**config.mk**
```make
export PLATFORM = sky130hd
export DESIGN_NAME = gcn_host_driver
export DESIGN_NICKNAME = d
export VERILOG_FILES = /design/src/rtl/gcn_host_driver.sv
export SDC_FILE = /design/constraint.sdc
export NUM_CORES = 1
export LEC_CHECK = 0
export BUFFER_PORTS_ARGS = -buffer_cell sky130_fd_sc_hd__buf_2
export CAP_MARGIN = 10
export CORE_ASPECT_RATIO = 0.6
export CORE_MARGIN = 2
export CORE_UTILIZATION = 43
export CTS_BUF_LIST = sky130_fd_sc_hd__clkbuf_16
export CTS_CLUSTER_SIZE = 8
export DETAILED_ROUTE_END_ITERATION = 10
export PLACE_DENSITY = 0.66
export RECOVER_POWER = 100
export SLEW_MARGIN = 20
export SYNTH_ARGS = -nofsm -noshare
export SYNTH_HDL_FRONTEND = slang
export SYNTH_SLANG_ARGS = --single-unit
```
**constraint.sdc**
```tcl
create_clock -name clk -period 3.81 [get_ports clk]
set_input_delay 0.1905 -clock clk [delete_from_list [all_inputs] [get_ports clk]]
set_output_delay 0.1905 -clock clk [all_outputs]
set_load 0.005 [all_outputs]
```
**src/rtl/gcn_host_driver.sv**
```systemverilog
// gcn_host_driver: sequences one accelerator pass. It streams the weight
// column and the sparse input pairs out of local word memory, waits for the
// result header, then forwards the result burst to the sink.
module gcn_host_driver #(
  parameter int unsigned WEIGHT_ROW_SIZE = 32,
  parameter int unsigned NNZ_MAX         = 100,
  parameter int unsigned RESULT_WORDS    = 200,
  parameter int unsigned TIMEOUT         = 65535
) (
  input  logic        clk,
  input  logic        rst,
  input  logic        start,
  input  logic [7:0]  w_col,
  input  logic [7:0]  nnz,
  output logic        mem_rd_en,
  output logic [8:0]  mem_addr,
  input  logic [15:0] mem_rdata,
  output logic        i_req,
  output logic        i_cmd,
  output logic [15:0] i_p,
  input  logic        o_rdy,
  input  logic [15:0] o_p,
  output logic        res_valid,
  output logic [7:0]  res_idx,
  output logic [15:0] res_data,
  output logic [15:0] res_hdr,
  output logic        busy,
  output logic        done,
  output logic        err
);

  localparam int unsigned CW = 17;
  localparam int unsigned AW = 10;

  typedef enum logic [2:0] {
    IDLE     = 3'd0,
    REQ      = 3'd1,
    WADDR    = 3'd2,
    WDATA    = 3'd3,
    IDATA    = 3'd4,
    WAIT_RES = 3'd5,
    RECV     = 3'd6,
    DONE     = 3'd7
  } state_t;

  state_t          state;
  state_t          next_state;
  logic [CW-1:0]   cnt;
  logic [CW-1:0]   cnt_d;
  logic [7:0]      nnz_q;
  logic [7:0]      nnz_d;
  logic [7:0]      w_col_q;
  logic [7:0]      w_col_d;
  logic            rd_pend;
  logic            start_ok_c;
  logic [CW-1:0]   pairs_c;
  logic [AW-1:0]   rd_last_c;
  logic            mem_rd_en_d;
  logic [8:0]      mem_addr_d;
  logic            i_req_d;
  logic            i_cmd_d;
  logic [15:0]     i_p_d;
  logic            res_valid_d;
  logic [7:0]      res_idx_d;
  logic [15:0]     res_data_d;
  logic [15:0]     res_hdr_d;
  logic            busy_d;
  logic            done_d;
  logic            err_d;

  // A pass is only launched for a nonzero count within the supported range.
  assign start_ok_c = (nnz != 8'd0) && (32'(nnz) <= NNZ_MAX);
  // Number of input words (row/col pair + data) in the IDATA phase.
  assign pairs_c    = CW'({nnz_q, 1'b0});
  // Address of the final memory read: weight words followed by input words.
  assign rd_last_c  = AW'(2 * WEIGHT_ROW_SIZE) + AW'({nnz_q, 1'b0}) - AW'(1);

  // State register.
  always_ff @(posedge clk or negedge rst) begin
    if (!rst) state <= IDLE;
    else      state <= next_state;
  end

  // Next-state logic.
  always_comb begin
    next_state = state;
    case (state)
      IDLE:     if (start && start_ok_c) next_state = REQ;
      REQ:      next_state = WADDR;
      WADDR:    next_state = WDATA;
      WDATA:    if (cnt == CW'(2 * WEIGHT_ROW_SIZE - 1)) next_state = IDATA;
      IDATA:    if (cnt == pairs_c - CW'(1)) next_state = WAIT_RES;
      WAIT_RES: begin
        if (o_rdy)                            next_state = RECV;
        else if (cnt == CW'(TIMEOUT - 1))     next_state = DONE;
      end
      RECV:     if (cnt == CW'(RESULT_WORDS - 1)) next_state = DONE;
      DONE:     next_state = IDLE;
      default:  next_state = IDLE;
    endcase
  end

  // Next values of all registered outputs; memory reads run two cycles ahead
  // of i_p so the word stream after WADDR has no bubbles.
  always_comb begin
    cnt_d       = (next_state == state && state != IDLE) ? cnt + CW'(1) : '0;
    nnz_d       = nnz_q;
    w_col_d     = w_col_q;
    err_d       = err;
    res_hdr_d   = res_hdr;
    mem_rd_en_d = mem_rd_en;
    mem_addr_d  = mem_addr;
    i_req_d     = (next_state == REQ);
    i_cmd_d     = (state == IDATA) && (cnt == pairs_c - CW'(2));
    i_p_d       = '0;
    res_valid_d = (state == RECV);
    res_idx_d   = (state == RECV) ? cnt[7:0] : '0;
    res_data_d  = (state == RECV) ? o_p : '0;
    busy_d      = (next_state != IDLE);
    done_d      = (next_state == DONE);

    if (rd_pend)                  i_p_d = mem_rdata;
    else if (next_state == WADDR) i_p_d = {8'h00, w_col_q & 8'hFE};

    if (state == IDLE && start) begin
      err_d = !start_ok_c;
      if (start_ok_c) begin
        nnz_d       = nnz;
        w_col_d     = w_col;
        mem_rd_en_d = 1'b1;
        mem_addr_d  = '0;
      end
    end

    if (mem_rd_en) begin
      if ({1'b0, mem_addr} == rd_last_c) begin
        mem_rd_en_d = 1'b0;
        mem_addr_d  = '0;
      end else begin
        mem_addr_d  = mem_addr + 9'd1;
      end
    end

    if (state == WAIT_RES && next_state == DONE) err_d = 1'b1;
    if (state == WAIT_RES && o_rdy)              res_hdr_d = o_p;
  end

  // Output and datapath registers.
  always_ff @(posedge clk or negedge rst) begin
    if (!rst) begin
      cnt       <= '0;
      nnz_q     <= '0;
      w_col_q   <= '0;
      rd_pend   <= 1'b0;
      mem_rd_en <= 1'b0;
      mem_addr  <= '0;
      i_req     <= 1'b0;
      i_cmd     <= 1'b0;
      i_p       <= '0;
      res_valid <= 1'b0;
      res_idx   <= '0;
      res_data  <= '0;
      res_hdr   <= '0;
      busy      <= 1'b0;
      done      <= 1'b0;
      err       <= 1'b0;
    end else begin
      cnt       <= cnt_d;
      nnz_q     <= nnz_d;
      w_col_q   <= w_col_d;
      rd_pend   <= mem_rd_en;
      mem_rd_en <= mem_rd_en_d;
      mem_addr  <= mem_addr_d;
      i_req     <= i_req_d;
      i_cmd     <= i_cmd_d;
      i_p       <= i_p_d;
      res_valid <= res_valid_d;
      res_idx   <= res_idx_d;
      res_data  <= res_data_d;
      res_hdr   <= res_hdr_d;
      busy      <= busy_d;
      done      <= done_d;
      err       <= err_d;
    end
  end

endmodule
```
==> key figures <==
Outcome
  • Outcome: finished, violations left
  • Violations in the final reports: capacitance limit, slew limit

Timing
  • Final max-slew violation count: 111
  • Worst Max-Slew Pin Slew: 1.85 ns
  • Final Hold Slack: 0.0506 ns
  • Final Hold Violating Endpoints: 0
  • Shortest period the worst path allows: 3.43 ns
  • Post-route clock skew: roughly 0.0091 ns
  • Highest achievable clock rate: 0.291 GHz
  • Final critical-path share of the clock period: 0.901
  • Setup violators final: 0
  • Final TNS setup: 0 ns
  • Worst path setup slack after routing: 0.376 ns
  • Relative slew margins: -0.231
  • Setup repair after global routing missed its margin: no

Worst setup path
  • Largest fanout on the critical path: 10
  • Worst path slowest cell: sky130_fd_sc_hd__a2111oi_1
  • Launching point of the worst reg2reg path: nnz_q[0]
  • Buf+Inv Stages, Crit Path: 1
  • Critical path class: reg -> reg
  • Kind of cell adding the most delay to the critical path: simple AND/OR/NAND/NOR gates
  • Required time at the worst-slack endpoint: 4.00 ns
  • Nature of the critical path endpoint: flop
  • WP data arrival: 3.63 ns
  • Cell Chain, Critical Path: inv_1 -> ha_1 -> or3b_2 -> or4_1 -> a31o_1 -> a2111oi_1 -> and2b_4 -> a211oi_1
  • R2r endpoint: mem_addr[3]
  • Sort of element at the start of the critical path: flop
  • Maximum single-stage delay on the critical path: 0.72 ns
  • Number of cell instances on the worst register-to-register path: 8
  • Reg-to-reg setup timing slack: 0.38 ns

GRT
  • Initial antenna violation count: 0
  • First-pass GRT wire length: between 15 and 20 mm
  • Total GRT Usage: 0.187
  • Total overflow reported by the global router: 0
  • Pin count of the biggest net entering global routing: 79
  • Number of global-route vias before repair: between 3,000 and 4,000

Yosys
  • Most common library cells after synthesis: 108 x sky130_fd_sc_hd__dfrtp_1, 34 x sky130_fd_sc_hd__clkbuf_1, 33 x sky130_fd_sc_hd__and3_1, 27 x sky130_fd_sc_hd__mux2_2, 26 x sky130_fd_sc_hd__nand2_1
  • Cells taking the most area after synthesis: sky130_fd_sc_hd__dfrtp_1 52%, sky130_fd_sc_hd__mux2_2 5.8%, sky130_fd_sc_hd__and3_1 4.0%, sky130_fd_sc_hd__xor2_1 3.4%, sky130_fd_sc_hd__xnor2_1 3.0%
  • Mapped Avg Cell Area: 10.9 sq um
  • Syn Inst Count: 479
  • Netlist area before placement: 0.00520 sq mm
  • Post-synth ARST share: 1.00
  • Number of storage elements in the synthesis netlist: 108
  • Post-synth EDFFs: 0
  • Top_reg_cell synth: sky130_fd_sc_hd__dfrtp_1
  • Synth Net Count: 535
  • Library cells used by synthesis: 63
  • Post-synth top area share: 0.520
  • Most common cell in the synthesized netlist: sky130_fd_sc_hd__dfrtp_1
  • Proportion of synthesized chip area in sequential cells: 0.520
  • Synthesis Warnings: 0
  • Area leader, netlist: sky130_fd_sc_hd__dfrtp_1

Hold path
  • Path category of the worst min-delay check: in -> reg
  • Hold EP: i_p[8]
  • Hold path startpoint: mem_rdata[8]
  • Number of stages on the worst hold path: 2

Clock tree
  • Setup Fix Bufs, Post-CTS: 0
  • Clock root buffer: sky130_fd_sc_hd__clkbuf_16
  • Number of buffers created by CTS: 9
  • Clock-pin slew on the worst setup and hold paths: 0.07 ns
  • TritonCTS clock tree: yes
  • Post-CTS Hold Fix Bufs: 0
  • Skew-Pair Late Insertion Delay: between 0.3 and 0.4 ns
  • TritonCTS sink count: 108
  • Maximum count of clock buffers along a single path: 2
  • # H-tree levels: 3
  • Post-CTS sizing: 0

Layout
  • Fraction of layout instances using a drive strength above 1: 0.217
  • Total Nets Final: 636
  • Filler instances: 1,112
  • Non-filler instance count after layout: 750
  • Final Util: 0.511
  • Antenna cell count: 0
  • Summed area of non-filler cells in the final layout: 0.00609 sq mm
  • Synthesis-to-finish area growth: 17.1%

Floorplan
  • Number of placement rows: 31
  • Die height: 89.2 microns
  • Width of the chip: 146 microns
  • Area inside the core boundary: 0.0119 sq mm
  • Initial core utilization: 0.437
  • Total die area: 0.0130 sq mm
  • Io pins: 124

Job
  • Number of max-cap violations: 2

Power and ir drop
  • Total power density per cell area: 344 mW/mm^2
  • Power after layout: 2.10 mW
  • Standby leakage power: around 2.9 nW
  • Worst VDD drop: 0.209 mV

Detailed routing
  • Number of design-rule violations left by the first detailed-router iteration: 260
  • Detailed Routing Iterations Pass 1: 4
  • Routed WL: 12.1 mm
  • Vias after detailed routing: 3,983
  • Detailed-route DRC error count: 0
  • Vias per Instance: 5.31
  • Post-DRT Antenna Nets: 0
  • Average detailed-routed wire length per instance: around 16 microns

Placed design
  • Setup slack after placement: 0.588 ns
  • Instance count after placement with tap cells included: 734
  • Gpl congestion: ~0.85
  • Placed wire-length estimate: slightly below 9 mm
  • Count of input and output buffers: 122
  • Placed inst area: 0.00591 sq mm
## sequential cells by signal (all words and copies together) (netlist names), 3 cells and up
signal	count
w_col_q	7
mem_addr	9
res_data	16
state	3
res_idx	8
nnz_q	8
cnt	17
res_hdr	16
i_p	16
## per-layer routing
layer,wire [microns],track usage,share of wire,up-vias
met4,83,0.0441,0.0069,0
met5,0,0,0,-
met1,6180,0.282,0.51,1943
met3,639,0.0444,0.053,8
met2,5180,0.275,0.43,106
li1,-,-,-,1926
## worst max path at each step
| stage | cells past startpoint | slack (ns) | to | startpoint |
|---|---|---|---|---|
| floorplan | 10 | 1.10 | mem_addr[1] | nnz_q[0] |
| global placement | 8 | 0.72 | cnt[1] | nnz_q[0] |
| detailed placement | 8 | 0.59 | cnt[15] | nnz_q[0] |
| finish | 8 | 0.38 | mem_addr[3] | nnz_q[0] |
| global route | 8 | 0.13 | cnt[2] | nnz_q[0] |
| CTS | 8 | 0.57 | cnt[15] | nnz_q[0] |
## cell families (layout without fill, tap and decap cells)
| family | count (synthesis) | after routing | share of synthesized area |
|---|---|---|---|
| buffers and inverters | 51 | 157 | 0.0407 |
| multiplexers | 27 | 27 | 0.0585 |
| adder cells (fa/ha/maj) | 4 | 4 | 0.00963 |
| AND/OR/NAND/NOR | 160 | 160 | 0.179 |
| XOR/XNOR | 39 | 39 | 0.0686 |
| flip-flops | 108 | 108 | 0.520 |
| AO/OA/AOI/OAI | 90 | 90 | 0.124 |
## power breakdown
part | internal, mW | switching (mW)
logic | 0.0195 | 0.0344
clock network | 0.456 | 0.441
registers | 1.15 | 0
## cell usage in the layout (no fill, tap or decap), drive strengths merged, types with 3 or more instances in the layout
cell       n
xnor2     18
a211oi     4
ha         4
a31oi      4
or4        7
nor4       7
and4       5
o31ai      3
o21ai     15
mux2      27
buf       77
o211ai     4
a31o       4
clkbuf    61
o22ai      5
nor3       9
and2      14
a22o       8
nand3     13
a21oi     25
nand2     26
xor2      20
nor2      14
inv       16
and3      33
dfrtp    108
or3        5
o2111ai    3
nand4      7
nor2b      3
nand2b     4
## final cells by class
type                            instances  area (sq um)  share of cell area
Multi-Input combinational cell        320          2260               0.371
Clock buffer                            9           225              0.0370
Clock inverter                          7          61.3              0.0101
Sequential cell                       108          2700               0.444
Timing Repair Buffer                  129           588              0.0966
Tap cell                              165           206              0.0339
Inverter                               12          45.0             0.00740
## worst reg2reg max path, stage by stage (launching register included)
cell and delay (ns):
sky130_fd_sc_hd__dfrtp_1 0.48, sky130_fd_sc_hd__inv_1 0.12, sky130_fd_sc_hd__ha_1 0.41, sky130_fd_sc_hd__or3b_2 0.55, sky130_fd_sc_hd__or4_1 0.42, sky130_fd_sc_hd__a31o_1 0.19, sky130_fd_sc_hd__a2111oi_1 0.72, sky130_fd_sc_hd__and2b_4 0.31
sky130_fd_sc_hd__a211oi_1 0.08
(Power assumes the default switching activity.)
